### config.mk
export PLATFORM = sky130hd
export DESIGN_NAME = fetch_stage
export DESIGN_NICKNAME = d
export VERILOG_FILES = /design/src/rtl/fetch_stage_pkg.sv /design/src/rtl/fetch_pc_sel.sv /design/src/rtl/fetch_stage.sv
export SDC_FILE = /design/constraint.sdc
export NUM_CORES = 1
export LEC_CHECK = 0
export BUFFER_PORTS_ARGS = -buffer_cell sky130_fd_sc_hd__buf_2
export CAP_MARGIN = 15
export CORE_MARGIN = 2
export CORE_UTILIZATION = 30
export CTS_CLUSTER_DIAMETER = 30
export CTS_CLUSTER_SIZE = 20
export DETAILED_ROUTE_END_ITERATION = 16
export HOLD_SLACK_MARGIN = 0.02
export MAX_ROUTING_LAYER = met4
export SYNTH_ARGS = -nofsm -noshare
export SYNTH_HDL_FRONTEND = slang
export SYNTH_SLANG_ARGS = --single-unit
### constraint.sdc
create_clock -name clk -period 3.35 [get_ports clk]
set_clock_uncertainty 0.05 [all_clocks]
set_input_delay 0.335 -clock clk [delete_from_list [all_inputs] [get_ports clk]]
set_output_delay 0.335 -clock clk [all_outputs]
set_load 0.01 [all_outputs]
### src/rtl/fetch_stage_pkg.sv
// Shared constants and FSM encodings for the instruction-fetch stage.
// Imported by fetch_stage and fetch_pc_sel.
package fetch_stage_pkg;

    localparam logic [31:0] NOP_INSTR        = 32'h0000_0013;
    localparam logic [31:0] RESET_PC_DEFAULT = 32'h4000_0000;
    localparam int          BIOS_REGION_BIT  = 30;

    typedef enum logic {
        FETCH_BOOT = 1'b0,
        FETCH_RUN  = 1'b1
    } fetch_state_t;

endpackage

### src/rtl/fetch_pc_sel.sv
// Next-PC priority mux (redirect > stall > PC+4) with target word-alignment.
module fetch_pc_sel
    import fetch_stage_pkg::*;
(
    input  logic [31:0] pc_q,
    input  logic        stall,
    input  logic        redirect_valid,
    input  logic [31:0] redirect_pc,
    output logic [31:0] pc_next,
    output logic        target_misaligned
);

    always_comb begin
        pc_next = pc_q + 32'd4;
        if (redirect_valid) begin
            pc_next = {redirect_pc[31:2], 2'b00};
        end else if (stall) begin
            pc_next = pc_q;
        end
    end

    assign target_misaligned = |redirect_pc[1:0];

endmodule

### src/rtl/fetch_stage.sv
// Instruction-fetch stage: PC register, BIOS/IMEM read ports, region select, boot NOP.
// Optional macro FETCH_PERF_EN builds the fetch/bubble performance counters.
//
// state      | meaning
// FETCH_BOOT | after reset; NOP presented, instr_valid low
// FETCH_RUN  | memory word at pc_q presented, instr_valid high
module fetch_stage
    import fetch_stage_pkg::*;
#(
    parameter logic [31:0] RESET_PC = RESET_PC_DEFAULT,
    parameter int          BIOS_AW  = 12,
    parameter int          IMEM_AW  = 14
) (
    input  logic               clk,
    input  logic               rst,
    input  logic               stall,
    input  logic               redirect_valid,
    input  logic [31:0]        redirect_pc,
    output logic [BIOS_AW-1:0] bios_addr,
    input  logic [31:0]        bios_dout,
    output logic [IMEM_AW-1:0] imem_addr,
    input  logic [31:0]        imem_dout,
    output logic [31:0]        instr_out,
    output logic [31:0]        pc_out,
    output logic               instr_valid,
    output logic               fetch_misaligned,
    output logic [31:0]        fetch_count,
    output logic [31:0]        bubble_count
);

    fetch_state_t state_q, state_next;
    logic [31:0]  pc_q, pc_next;
    logic         sel_bios_q;
    logic         misaligned_q;
    logic         target_misaligned;
    logic         stall_eff;
    logic [31:0]  instr_raw;

    // Stall is ignored in BOOT so the first fetch is always RESET_PC.
    assign stall_eff = stall && (state_q == FETCH_RUN);

    fetch_pc_sel u_pc_sel (
        .pc_q              (pc_q),
        .stall             (stall_eff),
        .redirect_valid    (redirect_valid),
        .redirect_pc       (redirect_pc),
        .pc_next           (pc_next),
        .target_misaligned (target_misaligned)
    );

    assign bios_addr = pc_next[BIOS_AW+1:2];
    assign imem_addr = pc_next[IMEM_AW+1:2];

    always_ff @(posedge clk or posedge rst) begin
        if (rst) begin
            state_q      <= FETCH_BOOT;
            pc_q         <= RESET_PC - 32'd4;
            sel_bios_q   <= RESET_PC[BIOS_REGION_BIT];
            misaligned_q <= 1'b0;
        end else begin
            state_q    <= state_next;
            pc_q       <= pc_next;
            sel_bios_q <= pc_next[BIOS_REGION_BIT];
            if (redirect_valid) begin
                misaligned_q <= target_misaligned;
            end
        end
    end

    assign instr_raw = sel_bios_q ? bios_dout : imem_dout;

    always_comb begin
        state_next  = state_q;
        instr_out   = NOP_INSTR;
        instr_valid = 1'b0;
        case (state_q)
            FETCH_BOOT: begin
                state_next = FETCH_RUN;
            end
            FETCH_RUN: begin
                instr_out   = instr_raw;
                instr_valid = 1'b1;
            end
            default: begin
                state_next = FETCH_BOOT;
            end
        endcase
    end

    assign pc_out           = pc_q;
    assign fetch_misaligned = misaligned_q;

`ifdef FETCH_PERF_EN
    logic [31:0] fetch_cnt_q;
    logic [31:0] bubble_cnt_q;

    always_ff @(posedge clk or posedge rst) begin
        if (rst) begin
            fetch_cnt_q  <= 32'd0;
            bubble_cnt_q <= 32'd0;
        end else if (instr_valid && !stall) begin
            fetch_cnt_q <= fetch_cnt_q + 32'd1;
        end else begin
            bubble_cnt_q <= bubble_cnt_q + 32'd1;
        end
    end

    assign fetch_count  = fetch_cnt_q;
    assign bubble_count = bubble_cnt_q;
`else
    assign fetch_count  = 32'd0;
    assign bubble_count = 32'd0;
`endif

endmodule

Word level (Yosys, flattened, before mapping). Cells that the tools add are included.

Register bits: 35. Output and inout port bits: 156. Word-level logic and storage cells: 14.

$add $sub $neg: 1. Equality and inequality tests: 1. Multiplexer cells: 5. Reductions and logical operators: 2.

Operator list (count): $mux 32 (4); $add 32x3->32 const B (1); $ne 2x2->1 const B (1); $reduce_or 2->1 (1); $logic_and 1x1->1 (1); $mux 1 (1).

Longest topological paths before layout. Gate-level depths: netlist of the first run.

Depth in word-level cells: 3. Mapped depth: 7.

Cells and area by module. Synthesis of the first run repeated with hierarchy kept, for this count alone.

Cell total of the unflattened synthesis: 361. Area, all modules: 3108.0 µm².

By module, submodules not included: fetch_stage (instances 1, cells an instance 187, area an instance 2108.3 µm², sequential area each 912.1 µm²); fetch_pc_sel (instances 1, cells an instance 174, area an instance 999.7 µm², sequential area each 0.0 µm²).

Worst setup path before layout of the first run. Ideal clock, no wire load.

Path type: reg-to-output. Start point: register pc_q[4] (netlist: pc_out[4]). End point: output port bios_addr[11]. Arrival: 1.872 ns. Required time: 2.965 ns. Slack: 1.093 ns. Stages on the path, launching flop included: 6. Path buffers: 1. Cell sequence: dfstp_2 a21boi_2 nand3_1 or4_1 a31oi_1 buf_4.

Longest elaborated chain between the ends: 3.

Ends and longest elaborated chain: start: declaration (RTL line fetch_stage.sv:32) `logic [31:0] pc_q, pc_next;`; start signal: assignment (RTL line fetch_stage.sv:57) `pc_q <= RESET_PC - 32'd4;`; start signal: assignment (RTL line fetch_stage.sv:62) `pc_q <= pc_next;`; $add 32x3->32 (RTL line fetch_pc_sel.sv:14) `pc_next = pc_q + 32'd4;`; $mux 32 (RTL line fetch_pc_sel.sv:17) `end else if (stall) begin`; $mux 32 (RTL line fetch_pc_sel.sv:15) `if (redirect_valid) begin`; end: declaration (RTL line fetch_stage.sv:19) `output logic [BIOS_AW-1:0] bios_addr,`.

No other way between the ends. The select of a mux whose other input is x is not followed.

Final worst setup path of the first run. Same ends and word-level chain as after synthesis.

==> results of run 1 <==
-- cells in the mapped netlist, drive strengths merged, types with 10 or more instances --
cell type and instances:
buf 99, mux2i 33, nand2 30, dfstp 29, nor2b 29, nand3 17
clkbuf 15, nand4 14, nor2 13, o21ai 11, or4 11, o311ai 10
-- final timing paths --
| check | start | end | slack, ns | depth (start not counted) |
|---|---|---|---|---|
| max reg2reg | pc_out[10] | pc_out[30] | 0.95 | 4 |
| min in group clk | redirect_pc[16] | pc_out[16] | 0.21 | 3 |
| max | pc_out[4] | bios_addr[11] | 0.46 | 6 |
| min | rst | pc_out[31] | 0.20 | 2 |
| min reg2reg | fetch_misaligned | fetch_misaligned | 0.49 | 2 |
| max in group asynchronous | rst | pc_out[17] | 2.26 | 3 |
-- per-stage QoR --
stage,cell area (µm²),hold WS (ns)
3_5_place_dp,3830,0.478
3_3_place_gp,3830,0.465
4_1_cts,3920,0.201
2_1_floorplan,3460,0.392
5_1_grt,3920,0.220
6_report,3920,0.203
-- layout make-up --
cell class / count / area, µm²
inverter: 4 / 15.0
multi-input combinational: 297 / 1800
timing repair buffer: 194 / 983
tap: 136 / 170
fill: 1102 / 6450
clock buffer: 7 / 86.3
clock inverter: 1 / 7.51
sequential: 33 / 862
-- registers in the layout, summed over array words and instances, names as in the netlist --
name / flops
pc_out: 30
state_q: 1
fetch_misaligned: 1
sel_bios_q: 1
-- critical path, delay by kind of cell (launching register included) --
kind / cells / cell delay [ns]
buffers and inverters: 2 / 0.41
DFF: 1 / 0.55
and+or+nand+nor: 2 / 0.55
AOI/OAI and AO/OA: 2 / 0.71
-- routing by layer --
| metal | up-vias | global-route usage, % |
|---|---|---|
| li1 | 1504 | - |
| met1 | 1438 | 18.9 |
| met2 | 162 | 28.3 |
| met3 | 6 | 2.66 |
| met4 | 0 | 2.75 |
| met5 | - | - |
-- cells by family (layout without fill, tap and decap cells) --
family,Yosys count,after routing,synth area share [%]
other,2,67,0.234
XOR/XNOR,9,9,2.45
AO/OA/AOI/OAI,48,48,10.8
AND/OR/NAND/NOR,139,139,24.1
flip-flops,33,33,26.8
buffers and inverters,118,206,24.9
multiplexers,33,33,10.3
adder cells (fa/ha/maj),1,1,0.389
-- report_power, final --
part,switching [mW],internal (mW)
sequential,0.0713,0.465
combinational,0.239,0.193
clock,0.159,0.167
total,0.469,0.826
==> flow_summary_export.csv, run 1 <==
group,metric,value,unit
timing,tightestPinTransition,0.957,ns
timing,drv_slew,0,
route,dr.max_layer_used,"met4",
floorplan,io_pins,256,
logic_synthesis,ys_ff_latch,33,
run,drv_cap,0,
grt,grt_pass1_vias,2836,
power_and_ir_drop,ir_drop,0.204,mV
timing,fin_crit,2.89,ns
floorplan,die_x,107,µm
logic_synthesis,synthArstFlopShare,100,%
layout,final_cell_mix,"189 x buf_2, 67 x conb_1, 33 x mux2i_1",
layout,layout-drive-gt1-share,44.0,%
grt,gr-usage-all-layers,15.8,%
timing,setup_viol_count_final,0,
logic_synthesis,ys_top_cells_by_area,"dfstp_2 24%, buf_4 22%, mux2i_1 10%",
critical_path,worstPathMaxFanout,16,
timing,rsz0062_at_grt,"no",
critical_path,max_stage_delay,0.55,ns
layout,finalCoreUtilization,37.8,%
timing,fmax,346,MHz
layout,antenna_cells,0,
clock_network,clk_latency,0.29,ns
clock_network,cts-root-buf,"clkbuf_8",
route,vias,3110,
clock_network,clk_pin_slew,0.08,ns
clock_network,cts_num_sinks,33,
clock_network,cts_tree,"done",
timing,setup-tns-final,0,ns
floorplan,num_rows,37,
layout,area_growth,22.0,%
timing,slew_headroom,36.1,%
floorplan,start_util,31.0,%
timing,setup_ws,0.463,ns
logic_synthesis,yosys_warnings,0,
logic_synthesis,synth_cell_types,39,
timing,finalHoldViolations,0,
clock_network,cts_setup_buffers,0,
layout,layoutNonFillerInstCount,672,
route,avgViaCountPerCell,4.63,
route,ant_nets,0,
logic_synthesis,synth-edff-count,0,
logic_synthesis,yosys.area.top_type,"dfstp_2",
critical_path,critical_path_arrival,2.50,ns
clock_network,hold_buffers,0,
route,route.detailed.drc,0,
logic_synthesis,syn-instance-count,383,
placed_design,placed_cells,664,
clock_network,h-tree-depth,2,
critical_path,crit_chain,"a21boi_2, nand3_1, buf_4, or4_1, a31oi_1, buf_2",
placed_design,portBuffers,189,
route,wirelength,9230,µm
critical_path,critPathKind,"reg -> out",
logic_synthesis,syn-cell-area,0.00321,mm²
logic_synthesis,seq_area_frac_synth,26.8,%
placed_design,post-place-ws,0.832,ns
power_and_ir_drop,power_leakage,2.01,nW
timing,finalCritPeriodShare,86.2,%
power_and_ir_drop,power.density,330,mW/mm²
logic_synthesis,synth_flop_cell,"dfstp_2",
layout,layout.nets,636,
status,status,"finished, final reports clean",
route,drt_first_pass_iters,4,
critical_path,cp-start-kind,"flop",
grt,grt_max_degree,35,
floorplan,coreArea,0.0104,mm²
route,wl_met1,3660,µm
critical_path,cp_slowest_cell,"dfstp_2",
logic_synthesis,synth_top_cell_area_share,23.7,%
route,wl_met3,767,µm
logic_synthesis,syn_area_per_cell,8.39,µm²
placed_design,dpl.hpwl,7190,µm
clock_network,ctsResizeCount,0,
grt,overflow,0,
critical_path,end_kind,"output port",
clock_network,cts_buffers,5,
route,wire_per_inst,13.7,µm
grt,grt_pass1_wl,14300,µm
clock_network,cts_buffer_depth,2,
floorplan,die_y,107,µm
placed_design,globalplace.congestion,0.871,
route,initialDrtViolationCount,158,
route,wl_met2,4740,µm
min_path,hp-class,"in -> async",
critical_path,cp.required,2.96,ns
floorplan,dieArea,0.0115,mm²
power_and_ir_drop,finalPower,1.29,mW
layout,final_common_cell,"buf_2",
grt,antenna_found_initial,0,
No activity file was read; power rests on OpenSTA's default activity.
==> run 2: changes to the inputs <==
CORE_ASPECT_RATIO = 0.7   (was not set)
PLACE_DENSITY = 0.64   (was not set)
==> run 2 against run 1 <==
Net effect:
- global-route usage is 0.34 points lower
- critical endpoint unchanged
- flip-flop and latch count unchanged
- largest cell class unchanged
- clock power rose by 38%
- non-clock buffer count increased by 1
- routed wire length is 2.8% higher
- register-to-register slack got worse by 0.04 ns
- total power grew 9.9%
- core utilization up 0.40 points
- final area grew 1.3%
- clock-buffer cell count shrank 2
- critical path depth is the same
==> flow_summary_export.csv, run 2 (same netlist as run 1, synthesis figures left out) <==
group,metric,value,unit
timing,setup_viol_count_final,0,
route,wirelength,9490,µm
clock_network,h-tree-depth,2,
route,drt_first_pass_iters,4,
layout,layoutNonFillerInstCount,669,
timing,slew_headroom,35.1,%
clock_network,clk_latency,0.27,ns
critical_path,critical_path_arrival,2.44,ns
grt,antenna_found_initial,0,
power_and_ir_drop,power.density,358,mW/mm²
timing,rsz0062_at_grt,"no",
layout,largest_reg_flops,30,
critical_path,max_stage_delay,0.54,ns
layout,finalCoreUtilization,38.2,%
route,wire_per_inst,14.2,µm
power_and_ir_drop,ir_drop,0.182,mV
floorplan,die_y,90.6,µm
route,avgViaCountPerCell,4.73,
clock_network,clk_pin_slew,0.06,ns
timing,setup-tns-final,0,ns
timing,timing.hold.ws,0.231,ns
layout,final_cell_mix,"189 x buf_2, 67 x conb_1, 33 x mux2i_1",
layout,fill_cells,1108,
placed_design,dpl.hpwl,7600,µm
grt,grt_pass1_vias,2776,
clock_network,cts-root-buf,"clkbuf_16",
grt,grt_max_degree,35,
clock_network,cts_num_sinks,33,
floorplan,num_rows,31,
clock_network,hold_buffers,0,
layout,layout-drive-gt1-share,44.3,%
run,drv_cap,0,
floorplan,start_util,30.9,%
route,vias,3164,
grt,gr-usage-all-layers,15.4,%
layout,antenna_cells,0,
critical_path,cp.required,2.96,ns
layout,final_common_cell,"buf_2",
timing,finalHoldViolations,0,
critical_path,cp-start-kind,"flop",
clock_network,cts_buffer_depth,2,
clock_network,ctsResizeCount,0,
critical_path,cp_slowest_cell,"dfstp_2",
critical_path,crit_chain,"a21boi_2, nand3_1, buf_4, or4_1, a31oi_1, buf_2",
layout,area_growth,23.6,%
placed_design,globalplace.congestion,0.796,
clock_network,cts_buffers,5,
layout,multi_input_area,0.00180,mm²
clock_network,cts_tree,"done",
critical_path,worstPathMaxFanout,16,
timing,tightestPinTransition,0.973,ns
critical_path,end_kind,"output port",
floorplan,io_pins,256,
timing,fmax,354,MHz
power_and_ir_drop,power_leakage,2.04,nW
placed_design,placed_cells,661,
min_path,hp-class,"in -> async",
route,route.detailed.drc,0,
route,ant_nets,0,
grt,overflow,0,
critical_path,reg2regPathDepth,4,
floorplan,coreArea,0.0104,mm²
timing,finalCritPeriodShare,84.4,%
route,initialDrtViolationCount,108,
clock_network,cts_setup_buffers,0,
placed_design,portBuffers,189,
floorplan,dieArea,0.0116,mm²
layout,regArea,862,µm²
floorplan,die_x,128,µm
critical_path,critPathKind,"reg -> out",
grt,grt_pass1_wl,14100,µm
layout,layout.nets,637,
status,status,"finished, final reports clean",
timing,drv_slew,0,
timing,fin_crit,2.83,ns
==> run 2: cell type report <==
cell class,instances,area share [%]
clock inverter,3,0.441
clock buffer,5,3.15
timing repair buffer,195,25.0
inverter,4,0.378
tap,132,4.16
multi-input combinational,297,45.2
sequential,33,21.7
==> run 2: final timing paths <==
kind | startpoint | endpoint | slack [ns]
setup / recovery | pc_out[4] | bios_addr[11] | 0.52
hold / removal | rst | pc_out[31] | 0.23
hold reg to reg | fetch_misaligned | fetch_misaligned | 0.48
setup reg to reg | pc_out[10] | pc_out[30] | 0.91
max in group asynchronous | rst | pc_out[28] | 2.25
min in group clk | redirect_pc[16] | pc_out[16] | 0.23
==> run 2: metrics by stage <==
stage / area [µm²] / setup slack, ns / power [mW]
final: 3970 / 0.523 / 1.42
after global routing: 3970 / 0.381 / 1.51
after CTS: 3970 / 0.508 / 1.44
after detailed placement: 3830 / 0.802 / 0.981
after global placement: 3830 / 0.885 / 0.973
after floorplan: 3460 / 1.09 / 0.874
==> run 2: per-layer routing <==
| layer | up-vias | global-route usage, % | part of all wire (%) |
|---|---|---|---|
| met5 | - | - | 0 |
| met4 | 0 | 4.58 | 1.9 |
| met3 | 10 | 2.78 | 8.1 |
| met2 | 174 | 25.6 | 48 |
| met1 | 1469 | 19.2 | 41 |
| li1 | 1511 | - | - |
==> run 2: worst max-delay path, delay by kind of cell (launching register included) <==
family | cells | cell delay [ns]
compound gates | 2 | 0.68
buf+inv | 2 | 0.40
flops | 1 | 0.54
simple gates | 2 | 0.53
==> run 2: power breakdown <==
group	switching [mW]	total (mW)	internal, mW
registers	0.0713	0.537	0.466
clock network	0.177	0.449	0.272
logic	0.243	0.437	0.194
